$ cat src/rtl/dfc_sender_ctl.sv
// dfc_sender_ctl
//   Producer-side bridge from a srdy/drdy handshake to delayed flow control.
//   Incoming words go into a 2-entry skid buffer. They are launched as
//   registered c_vld/c_data whenever the delayed flow-control bit allows it.
//   c_fc_n passes through fc_delay register stages before it is used. While
//   those stages refill after a stop, the remote receiver FIFO holds the words
//   that were already in flight.
//
// Ports
//   clk        clock
//   reset      asynchronous, active-high reset
//   p_srdy     producer word valid
//   p_drdy     block can accept a word (registered)
//   p_data     producer word
//   c_vld      word launched this cycle (registered)
//   c_data     launched word (registered, holds between launches)
//   c_fc_n     receiver flow control, 1 = may send, 0 = stop
//   stat_clr   synchronous clear of both statistics counters
//   sent_cnt   words launched, saturating
//   stall_cnt  cycles with buffered data held by flow control, saturating
module dfc_sender_ctl #(
  parameter int unsigned width    = 8,
  parameter int unsigned fc_delay = 1,
  parameter int unsigned cnt_w    = 16
) (
  input  logic             clk,
  input  logic             reset,
  input  logic             p_srdy,
  output logic             p_drdy,
  input  logic [width-1:0] p_data,
  output logic             c_vld,
  output logic [width-1:0] c_data,
  input  logic             c_fc_n,
  input  logic             stat_clr,
  output logic [cnt_w-1:0] sent_cnt,
  output logic [cnt_w-1:0] stall_cnt
);

  logic [fc_delay-1:0] fc_q;
  logic                fc_ok;

  logic [width-1:0]    mem [2];
  logic                head;
  logic                tail;
  logic [1:0]          count;
  logic [1:0]          count_next;

  logic                push;
  logic                pop;
  logic                stall;

  assign fc_ok = fc_q[fc_delay-1];
  assign push  = p_srdy & p_drdy;
  assign pop   = fc_ok & (count != 2'd0);
  assign stall = (count != 2'd0) & ~fc_ok;

  always_comb begin
    count_next = count + {1'b0, push} - {1'b0, pop};
  end

  always_ff @(posedge clk or posedge reset) begin
    if (reset) begin
      fc_q      <= '0;
      mem[0]    <= '0;
      mem[1]    <= '0;
      head      <= 1'b0;
      tail      <= 1'b0;
      count     <= 2'd0;
      p_drdy    <= 1'b0;
      c_vld     <= 1'b0;
      c_data    <= '0;
      sent_cnt  <= '0;
      stall_cnt <= '0;
    end else begin
      fc_q[0] <= c_fc_n;
      for (int unsigned i = 1; i < fc_delay; i++) begin
        fc_q[i] <= fc_q[i-1];
      end

      if (push) begin
        mem[tail] <= p_data;
        tail      <= ~tail;
      end

      if (pop) begin
        head   <= ~head;
        c_vld  <= 1'b1;
        c_data <= mem[head];
      end else begin
        c_vld  <= 1'b0;
      end

      count <= count_next;
      // Computed from the next occupancy so p_drdy stays a plain flop output.
      p_drdy <= (count_next < 2'd2);

      if (stat_clr) begin
        sent_cnt <= '0;
      end else if (pop && (sent_cnt != '1)) begin
        sent_cnt <= sent_cnt + 1'b1;
      end

      if (stat_clr) begin
        stall_cnt <= '0;
      end else if (stall && (stall_cnt != '1)) begin
        stall_cnt <= stall_cnt + 1'b1;
      end
    end
  end

endmodule

$ cat config.mk
export PLATFORM = sky130hd
export DESIGN_NAME = dfc_sender_ctl
export DESIGN_NICKNAME = d
export VERILOG_FILES = /design/src/rtl/dfc_sender_ctl.sv
export SDC_FILE = /design/constraint.sdc
export NUM_CORES = 1
export LEC_CHECK = 0
export ABC_AREA = 1
export CAP_MARGIN = 25
export CELL_PAD_IN_SITES_DETAIL_PLACEMENT = 0
export CELL_PAD_IN_SITES_GLOBAL_PLACEMENT = 1
export CORE_ASPECT_RATIO = 0.6
export CORE_UTILIZATION = 42
export DETAILED_ROUTE_END_ITERATION = 8
export GPL_TIMING_DRIVEN = 0
export PLACE_DENSITY_LB_ADDON = 0.1
export SLEW_MARGIN = 20
export SYNTH_ARGS = -nofsm -noshare
export SYNTH_HDL_FRONTEND = slang
export SYNTH_SLANG_ARGS = --single-unit
$ cat constraint.sdc
create_clock -name clk -period 3.78 [get_ports clk]
set_input_delay 0.945 -clock clk [delete_from_list [all_inputs] [get_ports clk]]
set_output_delay 0.945 -clock clk [all_outputs]
set_load 0.01 [all_outputs]
==> flow_summary.json, run 1 <==
{
  "cts.sinks": 63,
  "start_util_pct": 44.83,
  "hp-class": "reg -> reg",
  "yosys_warnings": 0,
  "crit_path_start_kind": "input port",
  "ys_top_cells_by_area": "dfrtp_1 (47%), nand2_1 (20%), inv_1 (5.1%), nor2_1 (4.2%), o21ai_0 (2.8%)",
  "worst_slack_ns": 1.370,
  "critPathCapture": "stall_cnt[14]",
  "htree_num_levels": 3,
  "fp.coreArea_sq_mm": 0.007507,
  "grt_pass1_wl_um": 13470,
  "vias": 2938,
  "synth-main-ff-cell": "dfrtp_1",
  "crit_arrival_ns": 2.67,
  "syn_area_per_cell_sq_um": 7.667,
  "reg2regPathDepth": 8,
  "powerDensity_mw_per_mm2": 561.3,
  "grt_overflow": 0,
  "die_area_sq_mm": 0.008387,
  "slew_viol_final": 0,
  "fmax_mhz": 415.0,
  "synth_area_sq_mm": 0.003366,
  "cts_tree": "built",
  "async_reset_ff_share_pct": 100.0,
  "yosys-top-cells-count": "nand2_1 (180), dfrtp_1 (63), inv_1 (46)",
  "regToRegSetupSlack_ns": 1.39,
  "timing.rr.start": "count[1]",
  "dpl.hpwl_um": 5830,
  "first_iter_violations": 167,
  "antenna_found_initial": 0,
  "grt_max_degree": 41,
  "timing.final.crit_share_pct": 63.75,
  "cts_buffers": 9,
  "drive_gt1_share_pct": 7.059,
  "crit_start": "stat_clr",
  "first_global_vias": 2762,
  "ant_nets": 0,
  "cts_buffer_depth": 2,
  "syn-num-nets": 456,
  "netlist_instances": 439,
  "seq_area_frac_synth_pct": 46.84,
  "num_io_pins": 55,
  "cts_resized": 0,
  "relSlewSlack_pct": 40.02,
  "yosysMostFrequentCell": "nand2_1",
  "wl_per_cell_um": 12.97,
  "drt_wl_total_um": 7964,
  "criticalPathCategory": "in -> reg",
  "hold_buffers": 0,
  "skew_ns": 0.004390,
  "firstDrtPassIters": 4,
  "ys_types": 26,
  "cp.required_ns": 4.05,
  "setup_viol": 0,
  "cp-end-kind": "flop",
  "synth_edf_count": 0,
  "hold_viol": 0,
  "die_x_um": 117.6,
  "place_congestion": 0.8286,
  "clock_tree.root_cell": "clkbuf_16",
  "cts_setup_buffers": 0,
  "yosys.area.top_type": "dfrtp_1",
  "drc": 0,
  "clkTransAtPathRegs_ns": 0.05,
  "reg2reg_to": "p_drdy",
  "dpl_worst_slack_ns": 1.011,
  "ir_worst_vdd_uv": 353.9,
  "synth_top_area_share_pct": 46.84,
  "std_cell_rows": 24,
  "port_buffers": 54,
  "grt.total_usage_pct": 20.97,
  "antenna_cells": 0,
  "clk_latency_ns": 0.33,
  "nNetsFinal": 522,
  "viasPerCell": 4.785,
  "drv_cap": 0,
  "p_leak_nw": 2.140,
  "die_height_um": 71.34,
  "area_growth_pct": 30.22,
  "path_max_fanout": 7,
  "status": "complete, no violations",
  "fin_setup_tns_ns": 0,
  "rsz0062_at_grt": "no",
  "period_needed_ns": 2.410,
  "worst_pin_slew_ns": 0.8928,
  "ys_seq_elements": 63
}
-- cells in the final DEF (no fill, tap or decap) --
cell	netlist	layout
xor2_1	8	8
nand2_1	180	180
o21bai_1	2	2
inv_1	46	45
clkinv_4	0	1
clkinv_1	2	2
nand4_1	13	13
buf_6	1	1
clkbuf_8	0	1
clkinvlp_4	0	1
nor2_4	7	7
nor3_2	1	1
bufinv_16	0	2
o21ai_2	1	1
nor3_1	4	4
a31oi_1	8	8
buf_12	0	1
dfrtp_1	63	63
clkbuf_1	6	7
nor2_1	38	38
nor2_8	3	3
nand2_4	2	2
nor2_2	1	1
buf_8	1	1
ha_1	4	4
or2_1	1	1
inv_4	0	1
xnor2_1	4	4
clkbuf_16	0	9
nand3b_1	4	4
nand3_1	18	18
nand2_2	2	2
o21ai_0	19	19
clkinv_2	0	1
clkdlybuf4s50_1	0	54
-- sequential cells by signal, indices dropped and copies added, names as in the netlist --
name,flops
count,2
tail,1
p_drdy,1
stall_cnt,16
mem,16
head,1
c_data,8
fc_ok,1
sent_cnt,16
c_vld,1
-- per-stage QoR --
step | std cells | area (sq um) | hold slack [ns] | power, mW | utilization [%]
after floorplan | 439 | 3366 | 0.4529 | 1.313 | -
after global placement | 597 | 4036 | 0.4690 | 1.562 | 53.77
after detailed placement | 598 | 4059 | 0.4739 | 1.581 | 54.07
after CTS | 614 | 4383 | 0.4876 | 2.486 | 58.38
after global routing | 614 | 4383 | 0.5111 | 2.616 | 58.38
final | 614 | 4383 | 0.4844 | 2.460 | 58.38
-- area by class of cell --
type / count / area (sq um)
fill: 678 / 3124
sequential: 63 / 1577
multi-input combinational: 320 / 1560
timing repair buffer: 55 / 560.5
clock buffer: 11 / 242.7
inverter: 48 / 182.7
tap: 104 / 130.1
clock inverter: 5 / 81.33
buffer: 8 / 48.80
-- report_power, final --
part,internal [mW],switching (mW),leakage [nW],total (mW)
sequential,0.845,0.107,0.821,0.951
clock,0.595,0.300,0.156,0.895
combinational,0.272,0.342,1.16,0.613
total,1.71,0.749,2.14,2.46
-- worst max-delay path, cell delays in order --
cell	delay, ns
clkdlybuf4s50_1	0.66
nor3_1	0.84
nand2_1	0.14
nand2_1	0.09
-- layer usage --
metal,global-route usage [%],part of all wire [%]
met1,29.32,50
met2,30.83,42
met3,7.086,7.1
met4,6.410,0.95
met5,0,0
-- worst min path at each step --
stage | start | endpoint | cells past startpoint
global placement | mem[5] | mem[5] | 2
finish | mem[5] | mem[5] | 2
floorplan | mem[0] | mem[0] | 2
global route | mem[11] | mem[11] | 2
detailed placement | mem[5] | mem[5] | 2
CTS | mem[10] | mem[10] | 2
-- kinds of logic (layout without fill, tap and decap cells) --
family | after synthesis | in the layout | share of synthesized area (%)
flip-flops | 63 | 63 | 46.84
buffers and inverters | 56 | 127 | 6.803
XOR/XNOR | 12 | 12 | 3.123
AO/OA/AOI/OAI | 30 | 30 | 5.019
AND/OR/NAND/NOR | 274 | 274 | 36.73
adder cells (fa/ha/maj) | 4 | 4 | 1.487
Power figures use the tool's default switching activity.
==> inputs of run 2 (changes only) <==
--- a/config.mk
+++ b/config.mk
@@ -10,7 +10,7 @@
 export CELL_PAD_IN_SITES_DETAIL_PLACEMENT = 0
 export CELL_PAD_IN_SITES_GLOBAL_PLACEMENT = 1
 export CORE_ASPECT_RATIO = 0.6
-export CORE_UTILIZATION = 42
+export CORE_UTILIZATION = 39
 export DETAILED_ROUTE_END_ITERATION = 8
 export GPL_TIMING_DRIVEN = 0
 export PLACE_DENSITY_LB_ADDON = 0.1
==> constraint.sdc (replaced) <==
create_clock -name clk -period 2.5 [get_ports clk]
set_input_delay 0.625 -clock clk [delete_from_list [all_inputs] [get_ports clk]]
set_output_delay 0.625 -clock clk [all_outputs]
set_load 0.01 [all_outputs]
==> run 2 against run 1 <==
Critical path depth grew 4. Wire length grew 1.5%. Clock power grew 42%. Non-clock buffer count is the same. Setup slack lost 1.1 ns. Clock skew grew 0.0015 ns. Sequential cell count is the same. Power grew 49%. Combinational power grew 54%. Via count is essentially flat. Sequential power grew 51%. Largest cell class unchanged. Largest power group unchanged.
==> flow_summary.json, run 2 (same netlist as run 1, synthesis figures left out) <==
{
  "status": "complete, no violations",
  "rsz0062_at_grt": "no",
  "area_growth_pct": 30.37,
  "p_total_mw": 3.660,
  "detailed_place.area_sq_mm": 0.004071,
  "antenna_found_initial": 0,
  "hold_buffers": 0,
  "p_clk_share_pct": 34.7,
  "first_iter_violations": 161,
  "combPwrFrac_pct": 25.8,
  "die_area_sq_mm": 0.009018,
  "p_leak_nw": 2.141,
  "std_cell_rows": 25,
  "crit_path_start_kind": "flop",
  "grt.total_usage_pct": 20.01,
  "hp-class": "reg -> reg",
  "seqPwrFrac_pct": 39.4,
  "vias": 2939,
  "cp.required_ns": 2.71,
  "clk_latency_ns": 0.33,
  "die_x_um": 121.9,
  "crit_arrival_ns": 2.43,
  "cts_buffer_depth": 2,
  "htree_num_levels": 3,
  "worst_pin_slew_ns": 0.8189,
  "port_buffers": 54,
  "cts_buffers": 9,
  "criticalPathCategory": "reg -> reg",
  "powerDensity_mw_per_mm2": 834.1,
  "clkTransAtPathRegs_ns": 0.06,
  "drc": 0,
  "setup_viol": 0,
  "start_util_pct": 41.54,
  "finalInstanceArea_sq_mm": 0.004388,
  "antenna_cells": 0,
  "wl_per_cell_um": 13.08,
  "layout_common_cells": "nand2_1 (180), dfrtp_1 (63), clkdlybuf4s50_1 (54)",
  "clock_tree.root_cell": "clkbuf_16",
  "cts_tree": "built",
  "ir_worst_vdd_uv": 423.4,
  "grt_max_degree": 58,
  "cp-end-kind": "flop",
  "layout_commonest_cell": "nand2_1",
  "relSlewSlack_pct": 44.99,
  "largestRegisters": "mem: 16 flops, sent_cnt: 16 flops, stall_cnt: 16 flops",
  "slew_viol_final": 0,
  "hold_viol": 0,
  "drt_wl_total_um": 8086,
  "cts_resized": 1,
  "first_global_vias": 2655,
  "viasPerCell": 4.756,
  "ant_nets": 0,
  "timing.final.crit_share_pct": 88.60,
  "cts.sinks": 63,
  "drive_gt1_share_pct": 7.451,
  "grt_pass1_wl_um": 13550,
  "fmax_mhz": 451.5,
  "firstDrtPassIters": 4,
  "p_int_mw": 2.497,
  "grt_overflow": 0,
  "dpl.hpwl_um": 5914,
  "max_stage_delay_ns": 0.43,
  "path_max_fanout": 11,
  "fp.coreArea_sq_mm": 0.008102,
  "path_cells": "o21ai_4 > clkinv_2 > clkbuf_1 > ha_1 > inv_1 > ha_1 > xnor2_1 > inv_1",
  "num_io_pins": 55,
  "swShare_pct": 31.78,
  "period_needed_ns": 2.215,
  "drv_cap": 0,
  "skew_ns": 0.005907,
  "place_congestion": 0.8226,
  "slowest_stage": "dfrtp_1",
  "nNetsFinal": 522,
  "cts_setup_buffers": 0,
  "fin_setup_tns_ns": 0,
  "p_sw_mw": 1.163,
  "die_height_um": 73.96
}
## run 2: through the flow
stage | instances | util [%] | hold WS (ns) | setup WS (ns)
2_1_floorplan | 439 | - | 0.4529 | 0.3053
3_3_place_gp | 601 | 49.88 | 0.4698 | -0.8652
3_5_place_dp | 602 | 50.25 | 0.4735 | 0.02723
4_1_cts | 618 | 54.07 | 0.4876 | 0.1203
5_1_grt | 618 | 54.16 | 0.4964 | 0.07122
6_report | 618 | 54.16 | 0.4855 | 0.2851
## run 2: layout make-up
type / instances / area [sq um]
flip-flops and latches: 63 / 1577
repair buffers: 55 / 568.0
well taps: 108 / 135.1
clock inverters: 6 / 68.82
inverters: 48 / 183.9
plain buffers: 8 / 48.80
fillers: 769 / 3714
multi-input cells: 320 / 1568
clock buffers: 10 / 239.0
## run 2: final timing paths
path                                endpoint  slack [ns]      from  depth (start not counted)
worst min-delay path                  mem[8]        0.49    mem[8]                          2
worst min register to register        mem[8]        0.49    mem[8]                          2
worst max-delay path                  p_drdy        0.29  count[1]                          8
worst max register to register        p_drdy        0.29  count[1]                          8
min in group asynchronous        sent_cnt[1]        0.53     reset                          2
max in group asynchronous       stall_cnt[8]        1.48     reset                          3
## run 2: power groups by stage
stage | clock, mW | sequential [mW] | combinational [mW]
after global routing | 1.35 | 1.47 | 1.07
after CTS | 1.30 | 1.44 | 0.965
after detailed placement | 0 | 1.45 | 0.956
after global placement | 0 | 1.45 | 0.929
after floorplan | 0 | 1.46 | 0.523
final | 1.27 | 1.44 | 0.946
## run 2: worst max-delay path: cells and delay by family (launching register included)
family                   cells  cell delay, ns
buffers and inverters        4            0.59
XOR/XNOR                     1            0.26
flip-flops                   1            0.43
adder cells (fa/ha/maj)      2            0.55
AO/OA/AOI/OAI                1            0.27
## run 2: layer usage
| layer | share of wire (%) | GRT usage (%) |
|---|---|---|
| met3 | 5.5 | 5.828 |
| met2 | 39 | 25.42 |
| met5 | 0 | 0 |
| met1 | 55 | 31.55 |
| met4 | 0.73 | 6.173 |
